## src/rtl/fetch_stall_responder.sv

```systemverilog
// Fetch-stage stall responder: owns the PC and IF/ID register, honours stall/flush requests.
// Optional stall cycle counter output enabled by defining STALL_PERF_CNT_EN.
module fetch_stall_responder #(
    parameter logic [31:0] RESET_PC  = 32'h0000_0000,
    parameter int          CNT_W     = 4,
    parameter logic [31:0] NOP_INSTR = 32'h0000_0000
) (
    input  logic             clk,
    input  logic             rst,
    input  logic             stall_req,
    input  logic [CNT_W-1:0] stall_len,
    input  logic             flush,
    input  logic [31:0]      branch_target,
    input  logic [31:0]      instr_in,
    output logic [31:0]      pc,
    output logic [31:0]      ifid_instr,
    output logic [31:0]      ifid_pc4,
    output logic             ifid_valid,
    output logic             stall_ack,
`ifdef STALL_PERF_CNT_EN
    output logic [31:0]      stall_cycles,
`endif
    output logic             stall_active
);

    typedef enum logic {RUN = 1'b0, HOLD = 1'b1} state_t;

    state_t           state;
    logic [CNT_W-1:0] hold_cnt;
    logic [CNT_W-1:0] eff_len_m1;
    logic [CNT_W-1:0] cnt_m1;
    logic [CNT_W-1:0] ext_cnt;
    logic [31:0]      pc_plus4;

    // A zero-length request still freezes one edge, so L-1 is 0 for both 0 and 1.
    always_comb begin
        eff_len_m1 = (stall_len == '0) ? '0 : stall_len - 1'b1;
        cnt_m1     = (hold_cnt == '0) ? '0 : hold_cnt - 1'b1;
        ext_cnt    = (cnt_m1 > eff_len_m1) ? cnt_m1 : eff_len_m1;
        pc_plus4   = pc + 32'd4;
    end

    assign stall_active = (state == HOLD) | stall_req;

    always_ff @(posedge clk or posedge rst) begin
        if (rst) begin
            pc         <= RESET_PC;
            ifid_instr <= NOP_INSTR;
            ifid_pc4   <= '0;
            ifid_valid <= 1'b0;
            stall_ack  <= 1'b0;
            hold_cnt   <= '0;
            state      <= RUN;
        end else if (flush) begin
            pc         <= branch_target;
            ifid_instr <= NOP_INSTR;
            ifid_pc4   <= '0;
            ifid_valid <= 1'b0;
            stall_ack  <= 1'b0;
            hold_cnt   <= '0;
            state      <= RUN;
        end else begin
            case (state)
                RUN: begin
                    if (stall_req) begin
                        stall_ack <= 1'b1;
                        if (eff_len_m1 != '0) begin
                            hold_cnt <= eff_len_m1;
                            state    <= HOLD;
                        end
                    end else begin
                        pc         <= pc_plus4;
                        ifid_instr <= instr_in;
                        ifid_pc4   <= pc_plus4;
                        ifid_valid <= 1'b1;
                        stall_ack  <= 1'b0;
                    end
                end
                HOLD: begin
                    if (stall_req) begin
                        // Extension keeps whichever remaining hold is longer.
                        stall_ack <= 1'b1;
                        hold_cnt  <= ext_cnt;
                        if (ext_cnt == '0) begin
                            state <= RUN;
                        end
                    end else begin
                        stall_ack <= 1'b0;
                        hold_cnt  <= cnt_m1;
                        if (hold_cnt <= 1) begin
                            state <= RUN;
                        end
                    end
                end
                default: begin
                    state    <= RUN;
                    hold_cnt <= '0;
                end
            endcase
        end
    end

`ifdef STALL_PERF_CNT_EN
    always_ff @(posedge clk or posedge rst) begin
        if (rst) begin
            stall_cycles <= '0;
        end else if (stall_active && !flush && (stall_cycles != 32'hFFFF_FFFF)) begin
            stall_cycles <= stall_cycles + 32'd1;
        end
    end
`endif

endmodule
```

## config.mk

```make
export PLATFORM = sky130hd
export DESIGN_NAME = fetch_stall_responder
export DESIGN_NICKNAME = d
export VERILOG_FILES = /design/src/rtl/fetch_stall_responder.sv
export SDC_FILE = /design/constraint.sdc
export NUM_CORES = 1
export LEC_CHECK = 0
export BUFFER_PORTS_ARGS = -buffer_cell sky130_fd_sc_hd__buf_2
export CAP_MARGIN = 20
export CORE_UTILIZATION = 25
export CTS_CLUSTER_DIAMETER = 100
export DETAILED_ROUTE_END_ITERATION = 10
export REMOVE_ABC_BUFFERS = 1
export SETUP_SLACK_MARGIN = 0.4
export SLEW_MARGIN = 20
export SYNTH_ARGS = -nofsm -noshare
export SYNTH_HDL_FRONTEND = slang
export SYNTH_SLANG_ARGS = --single-unit
```

## constraint.sdc

```tcl
create_clock -name clk -period 4.09 [get_ports clk]
set_clock_uncertainty 0.1 [all_clocks]
set_input_delay 0.2045 -clock clk [delete_from_list [all_inputs] [get_ports clk]]
set_output_delay 0.2045 -clock clk [all_outputs]
set_load 0.01 [all_outputs]
```

==> results.yml <==
pwr:
  powerDensity_nw_per_um2: 366
  leakage_nw: 3.29
  ir_drop_mv: 0.199
synth:
  synthFlopType: "dfrtp_1"
  ys_ff_latch: 103
  synth_edf_count: 0
  async_flop_share: 1.00
  synthTopCellsByArea: "dfrtp_1 (48%), nand2_1 (8.3%), xnor2_1 (5.4%)"
  synthCells: 596
  ys.warnings.count: 0
  yosysTopAreaCellShare: 0.483
  syn_area_um2: 5340
  synthDistinctLibCells: 47
  ys_seq_area_frac: 0.483
  yosysTopAreaCell: "dfrtp_1"
  avgSynthCellArea_um2: 8.96
clock_tree:
  cts-root-buf: "clkbuf_16"
  cts_max_level: 3
  ctsResizeCount: 0
  clkSinkCount: 103
  clk_pin_slew_ns: 0.07
  cts_buffers: 9
  clk-insertion-delay-late_ns: 0.35
  clockBufferDepth: 2
  cts_tree: "built"
place:
  dp_hpwl_um: 11100
  place_congestion: 0.791
  port_buffers: 170
  dp_cells: 1002
finish:
  final_util: 0.353
  filler_cell_count: 2193
  final_common_cell: "buf_2"
  final_cells: 1081
  area_growth_pct: 38.5
  drive_above_1_share: 0.264
  layout_common_cells: "buf_2 (169), nand2_1 (118), dfrtp_1 (103)"
  n_antenna_cell: 0
  fin_nets: 878
detailed_routing:
  drc: 0
  firstDrtPassIters: 6
  vias: 4919
  viasPerCell: 4.55
  drt-total-wl_um: 16100
  final_antenna_net_count: 0
  wire_per_inst_um: 14.9
  drtIter0Drc: 217
worst_setup_path:
  cpPeakStageDelay_ns: 0.43
  critPathKind: "register to register"
  worstPathArrival_ns: 2.70
  reg2reg_from: "hold_cnt[0]$_DFFE_PP0P_"
  start_kind: "register"
  required_ns: 4.26
  critPathMaxFanout: 5
  crit_start: "hold_cnt[0]$_DFFE_PP0P_"
  end_kind: "register"
  path_cells: "nor2_1, mux2_2, ha_1, and4_1, and2_1, a311o_1, mux2i_1, a211oi_1"
  cpMaxStageDelayCell: "dfrtp_1"
global_route:
  antenna_found_initial: 0
  grt_max_degree: 90
  grt_pass1_vias: 4646
  grtUsageTotal: 0.151
  gr-total-overflow: 0
  grt_pass1_wl_um: 25800
sta:
  timing.fmax_mhz: 394
  period_minus_slack_ns: 2.54
  finalSetupViolations: 0
  drv_slew: 0
  worst_pin_slew_ns: 0.752
  hold_viol: 0
  fin_crit_sh: 0.621
  slew_headroom: 0.498
  rsz0062_at_grt: "false"
floorplan:
  die_area_um2: 21900
  die_y_um: 148
  rows: 53
  num_io_pins: 171
  initial_utilization: 0.255
  die_x_um: 148
  core-area_um2: 21000
job:
  maxCapViolCount: 0
hold_path:
  hold_class: "input pin to register"
  min_from: "branch_target[25]"
status:
  outcome: "completed"
worst paths after layout:
check / cells after the start / to / slack, ns
setup / recovery: 8 / hold_cnt[0]$_DFFE_PP0P_ / 1.55
setup reg to reg: 8 / hold_cnt[0]$_DFFE_PP0P_ / 1.55
hold reg to reg: 2 / ifid_valid$_DFFE_PP0P_ / 0.41
max in group asynchronous: 4 / pc[7]$_DFFE_PP0P_ / 2.59
hold / removal: 3 / pc[25]$_DFFE_PP0P_ / 0.01
min in group asynchronous: 3 / ifid_instr[29]$_DFFE_PP0P_ / 0.27
worst max-delay path, delay by kind of cell, from the launching register on:
kind | cells | cell delay [ns]
fa+ha+maj | 1 | 0.29
mux | 2 | 0.51
compound gates | 2 | 0.59
simple gates | 3 | 0.54
flops | 1 | 0.43
through the flow:
step	power (mW)	hold WS, ns	setup WS (ns)	instance area [µm²]	TNS (ns)
after global placement	1.67	0.122	1.48	6420	0
final	2.71	0.0128	1.55	7390	0
after global routing	2.86	0.00966	1.43	7390	0
after CTS	2.75	0.00890	1.56	7390	0
after detailed placement	1.68	0.123	1.41	6420	0
after floorplan	1.45	0.168	-2.85	5150	-138.66
cells in the mapped netlist, types with 7 or more instances:
master / n
nand2_1: 118
dfrtp_1: 103
a21oi_1: 48
nor2_1: 41
o21ai_0: 37
xnor2_1: 33
clkbuf_1: 28
nand3_1: 20
xor2_1: 20
a211oi_1: 18
nor3_1: 17
nand4_1: 12
nor4_1: 9
buf_1: 8
buf_2: 7
what timing repair did:
action / 4_1_cts / 5_1_grt
endpoints found under the hold margin: 89 / 0
buffers inserted: 0 / 0
hold buffers: 63 / 0
logic make-up after synthesis:
family	count (synthesis)	synth area share
AND/OR/NAND/NOR	256	0.238
AO/OA/AOI/OAI	121	0.130
flip-flops	103	0.483
XOR/XNOR	53	0.0870
buffers and inverters	53	0.0406
multiplexers	5	0.0101
adder cells (fa/ha/maj)	5	0.0117
routing by layer:
metal / vias up / part of all wire / track usage
met3: 9 / 0.059 / 0.0402
met2: 128 / 0.49 / 0.250
met4: 0 / 0.0077 / 0.0309
li1: 2463 / - / -
met1: 2319 / 0.45 / 0.198
met5: - / 0 / 0
final cells by class:
class / count / area, µm² / area share
multi-input combinational: 440 / 2550 / 0.345
clock buffer: 11 / 243 / 0.0328
tap: 275 / 344 / 0.0465
inverter: 8 / 32.5 / 0.00440
sequential: 103 / 2580 / 0.349
timing repair buffer: 239 / 1540 / 0.208
clock inverter: 5 / 105 / 0.0142
flip-flops by register name, indices dropped and copies added (netlist names):
signal      cells
hold_cnt        4
ifid_instr     32
ifid_pc4       32
ifid_valid      1
pc             32
stall_ack       1
state           1
power by group:
group	total [mW]	internal [mW]	leakage, nW	switching, mW
Sequential	1.19	1.10	1.33	0.0918
Combinational	0.504	0.223	1.80	0.281
Clock	1.01	0.616	0.162	0.399
Total	2.71	1.94	3.29	0.772
No activity file was read; power rests on OpenSTA's default activity.
